<file path="config.mk">
export PLATFORM = sky130hd
export DESIGN_NAME = serial_adder_16
export DESIGN_NICKNAME = d
export VERILOG_FILES = /design/src/rtl/serial_adder_16_pkg.sv /design/src/rtl/serial_adder_16_nibble_add.sv /design/src/rtl/serial_adder_16.sv
export SDC_FILE = /design/constraint.sdc
export NUM_CORES = 1
export LEC_CHECK = 0
export CAP_MARGIN = 0
export CORE_MARGIN = 2
export CORE_UTILIZATION = 29
export CTS_CLUSTER_DIAMETER = 30
export DETAILED_ROUTE_END_ITERATION = 6
export PLACE_DENSITY = 0.5
export SLEW_MARGIN = 20
export SYNTH_ARGS = -nofsm -noshare
export SYNTH_HDL_FRONTEND = slang
export SYNTH_SLANG_ARGS = --single-unit
</file>
<file path="constraint.sdc">
create_clock -name clk -period 3.2 [get_ports clk]
set_input_delay 0.48 -clock clk [delete_from_list [all_inputs] [get_ports clk]]
set_output_delay 0.48 -clock clk [all_outputs]
set_load 0.02 [all_outputs]
</file>
<file path="src/rtl/serial_adder_16_pkg.sv">
// Shared definitions for the nibble-serial adder: FSM states, nibble width
// and the nibble-count helper.
package serial_adder_16_pkg;

   localparam int unsigned NIB_W = 4;

   typedef enum logic [1:0] {
      IDLE = 2'd0,
      RUN  = 2'd1,
      DONE = 2'd2
   } state_e;

   // Nibble cycles needed for an operand of the given width.
   function automatic int unsigned num_nibbles(input int unsigned width);
      return width / NIB_W;
   endfunction

endpackage

</file>
<file path="src/rtl/serial_adder_16_nibble_add.sv">
// Combinational 4-bit adder stage, time-shared across all nibbles of an operation.
module nibble_add
   import serial_adder_16_pkg::*;
(
   input  logic [NIB_W-1:0] a,
   input  logic [NIB_W-1:0] b,
   input  logic             ci,
   output logic [NIB_W-1:0] s,
   output logic             co
);

   assign {co, s} = (NIB_W+1)'(a) + (NIB_W+1)'(b) + (NIB_W+1)'(ci);

endmodule

</file>
<file path="src/rtl/serial_adder_16.sv">
// Nibble-serial unsigned adder: x+y+cin computed LSB nibble first, one nibble per cycle.
// Optional signed-overflow output enabled by defining SERIAL_ADDER_OVF_EN.
module serial_adder_16
   import serial_adder_16_pkg::*;
#(
   parameter int unsigned WIDTH = 16
) (
   input  logic             clk,
   input  logic             rst,
   input  logic             start,
   input  logic [WIDTH-1:0] x,
   input  logic [WIDTH-1:0] y,
   input  logic             cin,
   output logic             busy,
   output logic             done,
   output logic [WIDTH-1:0] sum,
   output logic             carry
`ifdef SERIAL_ADDER_OVF_EN
   ,
   output logic             ovf
`endif
);

   localparam int unsigned N     = num_nibbles(WIDTH);
   localparam int unsigned CNT_W = (N > 1) ? $clog2(N) : 1;

   state_e             state_q, state_d;
   logic [CNT_W-1:0]   cnt_q, cnt_d;
   logic [WIDTH-1:0]   x_q, x_d;
   logic [WIDTH-1:0]   y_q, y_d;
   logic               c_q, c_d;
   logic [WIDTH-1:0]   sum_q, sum_d;
   logic               carry_q, carry_d;
   logic               busy_q, busy_d;
   logic               done_q, done_d;
`ifdef SERIAL_ADDER_OVF_EN
   logic               ovf_q, ovf_d;
`endif

   logic [NIB_W-1:0]   nib_a, nib_b, nib_s;
   logic               nib_co;

   // Current nibble of each captured operand feeds the shared adder stage.
   assign nib_a = x_q[NIB_W*int'(cnt_q) +: NIB_W];
   assign nib_b = y_q[NIB_W*int'(cnt_q) +: NIB_W];

   nibble_add u_nibble_add (
      .a  (nib_a),
      .b  (nib_b),
      .ci (c_q),
      .s  (nib_s),
      .co (nib_co)
   );

   always_comb begin
      state_d = state_q;
      cnt_d   = cnt_q;
      x_d     = x_q;
      y_d     = y_q;
      c_d     = c_q;
      sum_d   = sum_q;
      carry_d = carry_q;
      busy_d  = 1'b0;
      done_d  = 1'b0;
`ifdef SERIAL_ADDER_OVF_EN
      ovf_d   = ovf_q;
`endif

      unique case (state_q)
         IDLE: begin
            if (start) begin
               x_d     = x;
               y_d     = y;
               c_d     = cin;
               cnt_d   = '0;
               state_d = RUN;
            end
         end
         RUN: begin
            sum_d[NIB_W*int'(cnt_q) +: NIB_W] = nib_s;
            c_d   = nib_co;
            cnt_d = cnt_q + CNT_W'(1);
            if (cnt_q == CNT_W'(N-1)) begin
               cnt_d   = '0;
               carry_d = nib_co;
`ifdef SERIAL_ADDER_OVF_EN
               // Carry into the MSB is recovered from the MSB sum bit and its inputs.
               ovf_d   = nib_co ^ (nib_s[NIB_W-1] ^ nib_a[NIB_W-1] ^ nib_b[NIB_W-1]);
`endif
               state_d = DONE;
            end
         end
         DONE: begin
            state_d = IDLE;
         end
         default: begin
            state_d = IDLE;
         end
      endcase

      // Status flags are registered views of the next state.
      busy_d = (state_d != IDLE);
      done_d = (state_d == DONE);
   end

   always_ff @(posedge clk) begin
      if (rst) begin
         state_q <= IDLE;
         cnt_q   <= '0;
         x_q     <= '0;
         y_q     <= '0;
         c_q     <= 1'b0;
         sum_q   <= '0;
         carry_q <= 1'b0;
         busy_q  <= 1'b0;
         done_q  <= 1'b0;
`ifdef SERIAL_ADDER_OVF_EN
         ovf_q   <= 1'b0;
`endif
      end else begin
         state_q <= state_d;
         cnt_q   <= cnt_d;
         x_q     <= x_d;
         y_q     <= y_d;
         c_q     <= c_d;
         sum_q   <= sum_d;
         carry_q <= carry_d;
         busy_q  <= busy_d;
         done_q  <= done_d;
`ifdef SERIAL_ADDER_OVF_EN
         ovf_q   <= ovf_d;
`endif
      end
   end

   assign busy  = busy_q;
   assign done  = done_q;
   assign sum   = sum_q;
   assign carry = carry_q;
`ifdef SERIAL_ADDER_OVF_EN
   assign ovf   = ovf_q;
`endif

endmodule

</file>
### Word level (Yosys, flattened, before mapping)

Index checks and enable logic that the tools add are counted.

| operators by class | value |
|---|---|
| shifts and indexed selects | 4 |
| add/sub/neg operators | 4 |
| multiplexer cells | 9 |
| reductions and logical operators | 6 |
| equal/unequal tests | 4 |

Operators by type and width:

| cell | count |
|---|---|
| $neg 4->34 | 1 |
| $shift 4x34->16 const A | 1 |
| $shiftx 4x34->16 | 1 |
| $shiftx 16x5->4 | 2 |
| $bwmux 16 | 1 |
| $mux 2 | 4 |
| $pmux 2 s2 | 2 |
| $reduce_and 2->1 | 3 |
| $add 4x4->5 | 1 |
| $add 5x1->5 | 1 |
| $eq 2x2->1 const B | 2 |
| $reduce_bool 2->1 | 2 |
| $add 2x1->2 const B | 1 |
| $eq 2x1->1 const B | 1 |
| $logic_not 2->1 | 1 |
| $ne 2x2->1 const B | 1 |
| $pmux 1 s2 | 1 |
| $mux 1 | 1 |

| word-level totals | value |
|---|---|
| logic and storage cells | 36 |
| register bits after elaboration | 56 |
| input port bits | 36 |
| output and inout bits | 19 |

### Depth between registers and ports, before layout

Gate-level depths: netlist (run 1).

| logic depth | value |
|---|---|
| word-level depth | 5 |
| gate-level depth with buffers | 8 |
| mapped depth without buffers | 7 |

### Hierarchy

A second synthesis (run 1) with hierarchy kept.

| unflattened totals | value |
|---|---|
| cell total of the unflattened synthesis | 284 |
| area, all modules | 2,541.2 um^2 |

By module, submodules not included:

| module | sequential area each (um^2) | times used | area an instance (um^2) | cells an instance |
|---|---|---|---|---|
| serial_adder_16 | 1,121.1 | 1 | 2,397.3 | 268 |
| nibble_add | 0.0 | 1 | 143.9 | 16 |

### Least setup slack after synthesis (run 1)

OpenSTA, ideal clock, no wires.

| timing | value |
|---|---|
| path kind | register to register |
| start point | reg cnt_q[0] |
| end point | reg c_q |
| slack | 0.510 ns |
| required time | 3.068 ns |
| data arrival time | 2.558 ns |
| clock period less this slack | 2.690 ns |
| setup time | 0.132 ns |
| stages on the path, launching flop included | 9 |
| buffers on the path | 1 |
| cell sequence | dfxtp_1 buf_4 mux4_2 fa_1 fa_1 a21o_1 a21oi_1 nand2b_1 a21oi_1 |

| between the ends | value |
|---|---|
| cells in the longest elaborated chain, start to end | 4 |
| elaborated cells on any way between the ends | 5 |
| those cells by class | 2 x add/sub; 2 x shift; 1 x mux |

Ends and longest elaborated chain:

| item | line | source |
|---|---|---|
| from (decl) | serial_adder_16.sv:28 | `logic [CNT_W-1:0] cnt_q, cnt_d;` |
| from (signal assigned) | serial_adder_16.sv:122 | `cnt_q <= cnt_d;` |
| $shiftx 16x5->4, on equally long branches | serial_adder_16.sv:44, serial_adder_16.sv:45 |  |
| $add 4x4->5 * | serial_adder_16_nibble_add.sv:12 | `assign {co, s} = (NIB_W+1)'(a) + (NIB_W+1)'(b) + (NIB_W+1)'(ci);` |
| $add 5x1->5 * | serial_adder_16_nibble_add.sv:12 |  |
| $pmux 1 s2 * | serial_adder_16.sv:69 | `unique case (state_q)` |
| to (signal assigned) | serial_adder_16.sv:112 | `c_q <= 1'b0;` |
| to (signal assigned) | serial_adder_16.sv:125 | `c_q <= c_d;` |
| to (decl) | serial_adder_16.sv:31 | `logic c_q, c_d;` |

Every way passes the cells marked *; elsewhere a longest branch is shown, timed or not.
A chain may end at the register's enable or synchronous reset.

### Final worst setup path (run 1)

| timing | value |
|---|---|
| start point | reg cnt_q[0] |
| end point | reg sum_q[10] (netlist: sum[10]) |

| between the ends | value |
|---|---|
| cells in the longest elaborated chain, start to end | 5 |
| elaborated cells on any way between the ends | 8 |
| those cells by class | 3 x add/sub; 4 x shift; 1 x mux |

Ends and longest elaborated chain:

| item | line | source |
|---|---|---|
| $shiftx 16x5->4, on equally long branches | serial_adder_16.sv:44, serial_adder_16.sv:45 |  |
| $add 4x4->5 | serial_adder_16_nibble_add.sv:12 |  |
| $add 5x1->5 | serial_adder_16_nibble_add.sv:12 |  |
| $shiftx 4x34->16 | serial_adder_16.sv:80 | `sum_d[NIB_W*int'(cnt_q) +: NIB_W] = nib_s;` |
| $bwmux 16 * | serial_adder_16.sv:80 |  |
| to (signal assigned) | serial_adder_16.sv:126 | `sum_q <= sum_d;` |
| to (decl) | serial_adder_16.sv:32 | `logic [WIDTH-1:0] sum_q, sum_d;` |

Marked as above.

==> reports/metrics.yaml, run 1 <==
run_status:
  outcome: "complete, no violations"
setup_path:
  cell_depth_of_the_worst_flop_to_flop_path: 7
  r2r_start: "cnt_q[0]"
  req_time_crit_path_ps: 3450
  worstSetupStartpointType: "flop"
  critical_path.max_stage_delay_ps: 540
  setup.worst_path.class: "flop to flop"
  path_cells: "mux4_2, fa_1, fa_1, xnor2_1, nor2_1, a22oi_1, nor2_1"
  critical_path.endpoint_type: "flop"
  worstReg2RegEnd: "sum[10]"
  ff2ff_setup_slack_ps: 650
  worstPathMaxFanout: 4
  worst-endpoint-arrival_ps: 2800
  crit_path_top_delay_cell: "sky130_fd_sc_hd__mux4_2"
power_and_ir_drop:
  pwr_density_cell_nw_per_um2: 458
  leakage_nw: 1.15
  irDropWorstVdd_uv: 178
sta:
  period_share: 0.797
  worst_pin_slew_ps: 660
  timing_hold_violations_final: 0
  peak_freq_mhz: 392
  timing.final.setup_violations: 0
  setup_repair_after_global_routing_missed_its_margin: "no"
  clock-skew-final_ps: 12.2
  relSlewSlack: 0.560
  fin_tns_setup_ps: 0
  timing.final.max_slew_violations: 0
  period_minus_ws_final_ps: 2550
synthesis:
  synth_top_family_by_area: "simple AND/OR/NAND/NOR gates"
  mappedNetlistArea_um2: 2410
  post-synth-top-area-cell: "sky130_fd_sc_hd__dfxtp_1"
  register_bit_total_from_synthesis: 56
  synth_seq_area_share: 0.465
  postSynthCellCount: 266
  synth_xor_area_frac: 0.00727
  synthesis.yosys.warnings: 0
  fraction_of_the_mapped_netlist_area_in_compound_gates: 0.152
  yosys.area_share.simple: 0.197
  yosys_top_cell_area_share: 0.465
  avgSynthCellArea_um2: 9.06
  synthTopCellsByArea: "sky130_fd_sc_hd__dfxtp_1 (46%), sky130_fd_sc_hd__nand2_1 (12%), sky130_fd_sc_hd__a21oi_1 (7.9%), sky130_fd_sc_hd__mux4_2 (7.5%), sky130_fd_sc_hd__ha_1 (4.7%)"
  synth_fp_nets: 313
  synthDistinctLibCells: 30
  post_synth_mux_area_share: 0.0747
  post_synth_fa_ha_maj_area_fraction: 0.0633
route:
  wl_met2_mm: 2.65
  dr_total_vias: 1967
  vias_per_cell: 4.65
  wire_per_inst_um: 13.5
  drcViolationCount: 0
  drt_iter0_markers: 49
  detail-route-antenna-nets: 0
  drt_pre_antenna_iters: 6
  finalWirelength_mm: 5.73
  routedLengthMet1_mm: 2.75
  met3_wirelength_um: 237
  top_layer_used: "met4"
cts:
  path_clk_slew_ps: 110
  insertion_delay_ps: 310
  clock-root-buffer: "sky130_fd_sc_hd__clkbuf_8"
  cts_buffers: 5
  cts.sinks: 56
  cts_tree: "done"
  cts_max_path_buffers: 2
  cts-htree-levels: 2
  postCtsSetupRepairBufs: 0
  postCtsResizedCells: 0
  hold_buf_cts: 0
global_routing:
  grt_overflow_total: 0
  grt_pass1_wl_mm: 9.06
  grt_max_degree: 37
  grt_pass1_vias: 1853
  grt.total_usage: 0.130
  grt_antenna_before_repair: 0
placed_design:
  gp_congestion: 0.769
  dpl_cell_area_um2: 3040
  port_buffers: 54
  dp.final_hpwl_mm: 4.09
hold_path:
  worstHoldStart: "y_q[14]"
  worstHoldPathCells: 2
  endpoint_worst_hold: "y_q[14]"
  hp-class: "flop to flop"
die:
  io_pins: 55
  dieArea_um2: 9060
  design.core.area_um2: 8130
  die_height_um: 95.2
  die-width_um: 95.2
  initial_utilization: 0.296
  count_of_standard_cell_rows: 33
cells_and_area:
  layout_common_cells: "sky130_fd_sc_hd__nand2_1 (78), sky130_fd_sc_hd__dfxtp_1 (56), sky130_fd_sc_hd__clkdlybuf4s50_1 (53)"
  final_nets: 364
  final_core_util: 0.388
  most_frequent_standard_cell_in_the_layout_excluding_fill_and_tap_cells: "sky130_fd_sc_hd__nand2_1"
  antenna_cells_inserted: 0
  area_delta_synth_final_pct: 30.8
  share_of_post_route_cells_with_drive_strength_above_1: 0.0943
  layout.cell_area.non_filler_um2: 3150
job:
  cap_violations: 0
registers in the layout, indices dropped and copies added (netlist names):
| name | count |
|---|---|
| sum | 16 |
| x_q | 16 |
| y_q | 16 |
| cnt_q | 2 |
| state_q | 2 |
| busy | 1 |
| c_q | 1 |
| carry | 1 |
| done | 1 |
kinds of logic (layout without fill, tap and decap cells):
| kind of cell | count (synthesis) | count (layout) |
|---|---|---|
| multiplexers | 8 | 8 |
| AND/OR/NAND/NOR | 110 | 110 |
| buffers and inverters | 19 | 71 |
| flip-flops | 56 | 56 |
| adder cells (fa/ha/maj) | 11 | 11 |
| XOR/XNOR | 2 | 2 |
| AO/OA/AOI/OAI | 60 | 60 |
power by group:
part,switching [mW],internal (mW),total [mW]
sequential,0.0180,0.728,0.746
combinational,0.118,0.105,0.223
clock,0.240,0.236,0.476
layer usage:
layer	up-vias	global-route usage
li1	1008	-
met1	906	0.171
met2	47	0.210
met3	6	0.0261
met4	0	0.0519
met5	-	0
cell type report:
type / instances / area [um2]
fill: 842 / 4980
multi-input combinational: 191 / 1190
sequential: 56 / 1120
timing repair buffer: 61 / 588
tap: 105 / 131
clock buffer: 5 / 68.8
clock inverter: 3 / 46.3
inverter: 2 / 7.51
metrics by stage:
stage,hold WS [ps],setup WS (ps),power (mW),cells
finish,463,650,1.44,423
floorplan,433,510,0.896,266
CTS,463,647,1.47,423
global route,485,467,1.51,423
global placement,441,711,0.987,415
detailed placement,447,638,0.988,415
worst max-delay path by stage:
| stage | startpoint | endpoint | slack (ps) | cells after the start |
|---|---|---|---|---|
| final | cnt_q[0] | sum[10] | 650 | 7 |
| after floorplan | cnt_q[0] | c_q | 510 | 8 |
| after CTS | cnt_q[0] | sum[10] | 650 | 7 |
| after global routing | cnt_q[0] | sum[7] | 470 | 7 |
| after detailed placement | cnt_q[0] | sum[7] | 640 | 7 |
| after global placement | cnt_q[0] | sum[6] | 710 | 7 |
critical path: cells and delay by family (launching register included):
family	cells	cell delay (ps)
simple gates	2	370
mux	1	540
xor+xnor	1	140
fa+ha+maj	2	860
compound gates	1	150
flops	1	430
synthesized netlist by cell type, drive strengths merged:
| master | count |
|---|---|
| and2 | 1 |
| nand3b | 2 |
| clkbuf | 3 |
| o21ai | 2 |
| fa | 2 |
| a311oi | 1 |
| nor2 | 20 |
| o21bai | 1 |
| inv | 2 |
| nor2b | 1 |
| xor2 | 1 |
| nor3 | 3 |
| mux4 | 8 |
| nand2 | 78 |
| ha | 9 |
| a32oi | 8 |
| a21o | 2 |
| dfxtp | 56 |
| a21oi | 38 |
| buf | 14 |
| xnor2 | 1 |
| and4bb | 1 |
| o22ai | 2 |
| nor4b | 1 |
| a22oi | 6 |
| nand2b | 3 |
(Power assumes the default switching activity.)
==> run 2: changes to the inputs <==
Clock period 3.2 ns to 2.6 ns, I/O delays scaled along.
==> run 2 against run 1 <==
Effect of this change:
- setup slack got worse by 520 ps
- cell area grew 0.99%
- clock-buffer cell count stayed put
- utilization up 0.38 points
- sequential power increased by 23%
- flip-flop and latch count unchanged
- non-clock buffer count rose by 3
- critical path type unchanged
- highest routed layer unchanged
==> reports/metrics.yaml, run 2 (synthesis gave the netlist of run 1 again) <==
die:
  dieArea_um2: 9060
  initial_utilization: 0.296
  design.core.area_um2: 8130
  io_pins: 55
  die_height_um: 95.2
  die-width_um: 95.2
  count_of_standard_cell_rows: 33
setup_path:
  cell_depth_of_the_worst_flop_to_flop_path: 7
  cp_num_buf_inv: 0
  critical_path.most_common_cell: "sky130_fd_sc_hd__fa_1"
  critical_path.max_stage_delay_ps: 520
  path_cells: "mux4_2, fa_1, fa_1, a21o_1, a21oi_2, nand2b_1, a21oi_1"
  r2r_start: "cnt_q[0]"
  cpLargestDelayFamily: "adder cells"
  critical_path.startpoint: "cnt_q[0]"
  req_time_crit_path_ps: 2780
  worstPathMaxFanout: 5
  worstSetupStartpointType: "flop"
  critical_path.endpoint_type: "flop"
  critical_path_depth: 7
  worst-endpoint-arrival_ps: 2650
  crit_path_top_delay_cell: "sky130_fd_sc_hd__mux4_2"
  worst_setup_path_end: "c_q"
  setup.worst_path.class: "flop to flop"
  ff2ff_setup_slack_ps: 130
  worstReg2RegEnd: "c_q"
route:
  detail-route-antenna-nets: 0
  vias_per_cell: 4.64
  drcViolationCount: 0
  drt_pre_antenna_iters: 4
  finalWirelength_mm: 5.62
  drt_iter0_markers: 83
  wire_per_inst_um: 13.2
  dr_total_vias: 1978
cts:
  clock-root-buffer: "sky130_fd_sc_hd__clkbuf_8"
  cts-htree-levels: 2
  postCtsResizedCells: 0
  cts_tree: "done"
  cts_buffers: 5
  path_clk_slew_ps: 110
  insertion_delay_ps: 310
  postCtsSetupRepairBufs: 0
  cts_max_path_buffers: 2
  hold_buf_cts: 0
  cts.sinks: 56
power_and_ir_drop:
  power.net_switching_uw: 451
  pwr_density_cell_nw_per_um2: 556
  irDropWorstVdd_uv: 254
  power.clock.fraction: 0.325
  leakage_nw: 1.17
  internal_power_mw: 1.32
  sw_frac_of_total: 0.255
  power.combinational.fraction: 0.158
  pwr-share-seq: 0.517
cells_and_area:
  nFillCells: 857
  most_frequent_standard_cell_in_the_layout_excluding_fill_and_tap_cells: "sky130_fd_sc_hd__nand2_1"
  final_nets: 367
  area_delta_synth_final_pct: 32.1
  share_of_post_route_cells_with_drive_strength_above_1: 0.109
  layout.cell_area.non_filler_um2: 3190
  antenna_cells_inserted: 0
  layout_common_cells: "sky130_fd_sc_hd__nand2_1 (78), sky130_fd_sc_hd__dfxtp_1 (55), sky130_fd_sc_hd__clkdlybuf4s50_1 (53)"
global_routing:
  grt_overflow_total: 0
  grt_max_degree: 34
  grt_busiest_layer: "met2"
  grt.total_usage: 0.130
  grt_pass1_vias: 1875
  grt.met2_usage: 0.210
  groute.layer.met1.usage: 0.176
  grt_pass1_wl_mm: 9.23
  grt.met3_usage: 0.0277
  grt_antenna_before_repair: 0
placed_design:
  dpl_cell_area_um2: 3060
  gp_congestion: 0.797
  port_buffers: 54
  dp.final_hpwl_mm: 4.11
sta:
  period_share: 0.951
  fin_tns_setup_ps: 0
  timing_hold_violations_final: 0
  period_minus_ws_final_ps: 2470
  timing.final.max_slew_violations: 0
  worst_pin_slew_ps: 490
  timing.final.setup_violations: 0
  peak_freq_mhz: 404
  clock-skew-final_ps: 12.5
  relSlewSlack: 0.673
  setup_repair_after_global_routing_missed_its_margin: "no"
run_status:
  outcome: "complete, no violations"
job:
  cap_violations: 0
hold_path:
  hp-class: "flop to flop"
==> run 2: changes by cell type in the layout (fill, tap and decap cells not counted), sizes merged <==
cell | previous run | this run
clkinvlp | 1 | 0
buf | 8 | 11
clkinv | 0 | 2
inv | 3 | 2
==> run 2: worst min-delay path by stage <==
stage,cells past startpoint,endpoint,start,slack (ps)
global placement,2,y_q[2],y_q[2],440
floorplan,2,x_q[10],x_q[10],430
CTS,2,y_q[14],y_q[14],460
finish,2,y_q[14],y_q[14],460
detailed placement,2,y_q[14],y_q[14],440
global route,2,x_q[0],x_q[0],480
==> run 2: area by class of cell <==
cell class | count | area (um2) | area share
clock buffers | 5 | 68.8 | 0.0216
inverters | 2 | 7.51 | 0.00236
repair buffers | 64 | 611 | 0.192
well taps | 105 | 131 | 0.0412
flip-flops and latches | 56 | 1120 | 0.353
clock inverters | 3 | 47.5 | 0.0149
multi-input cells | 191 | 1190 | 0.375
==> run 2: worst reg2reg max path: stages, from the launching register on <==
cell	delay [ps]
sky130_fd_sc_hd__dfxtp_4	390
sky130_fd_sc_hd__mux4_2	520
sky130_fd_sc_hd__fa_1	440
sky130_fd_sc_hd__fa_1	420
sky130_fd_sc_hd__a21o_1	210
sky130_fd_sc_hd__a21oi_2	170
sky130_fd_sc_hd__nand2b_1	120
sky130_fd_sc_hd__a21oi_1	70
==> run 2: power groups by stage <==
stage | Clock [mW] | Sequential, mW | Combinational, mW
CTS | 0.593 | 0.918 | 0.284
finish | 0.576 | 0.917 | 0.280
global route | 0.622 | 0.922 | 0.310
global placement | 0 | 0.937 | 0.282
floorplan | 0 | 0.936 | 0.168
detailed placement | 0 | 0.937 | 0.284
==> run 2: metal layers <==
layer,part of all wire,up-vias
li1,-,1015
met1,0.47,902
met2,0.47,56
met3,0.054,5
met4,0.0085,0
met5,0,-
==> run 2: through the flow <==
step	total power [mW]	util	cells	hold WS, ps	worst slack (ps)
4_1_cts	1.80	0.391	426	459	58.9
5_1_grt	1.86	0.392	426	483	24.3
6_report	1.77	0.392	426	459	128
2_1_floorplan	1.10	-	266	433	33.5
3_3_place_gp	1.22	0.377	418	439	154
3_5_place_dp	1.22	0.377	418	444	84.0
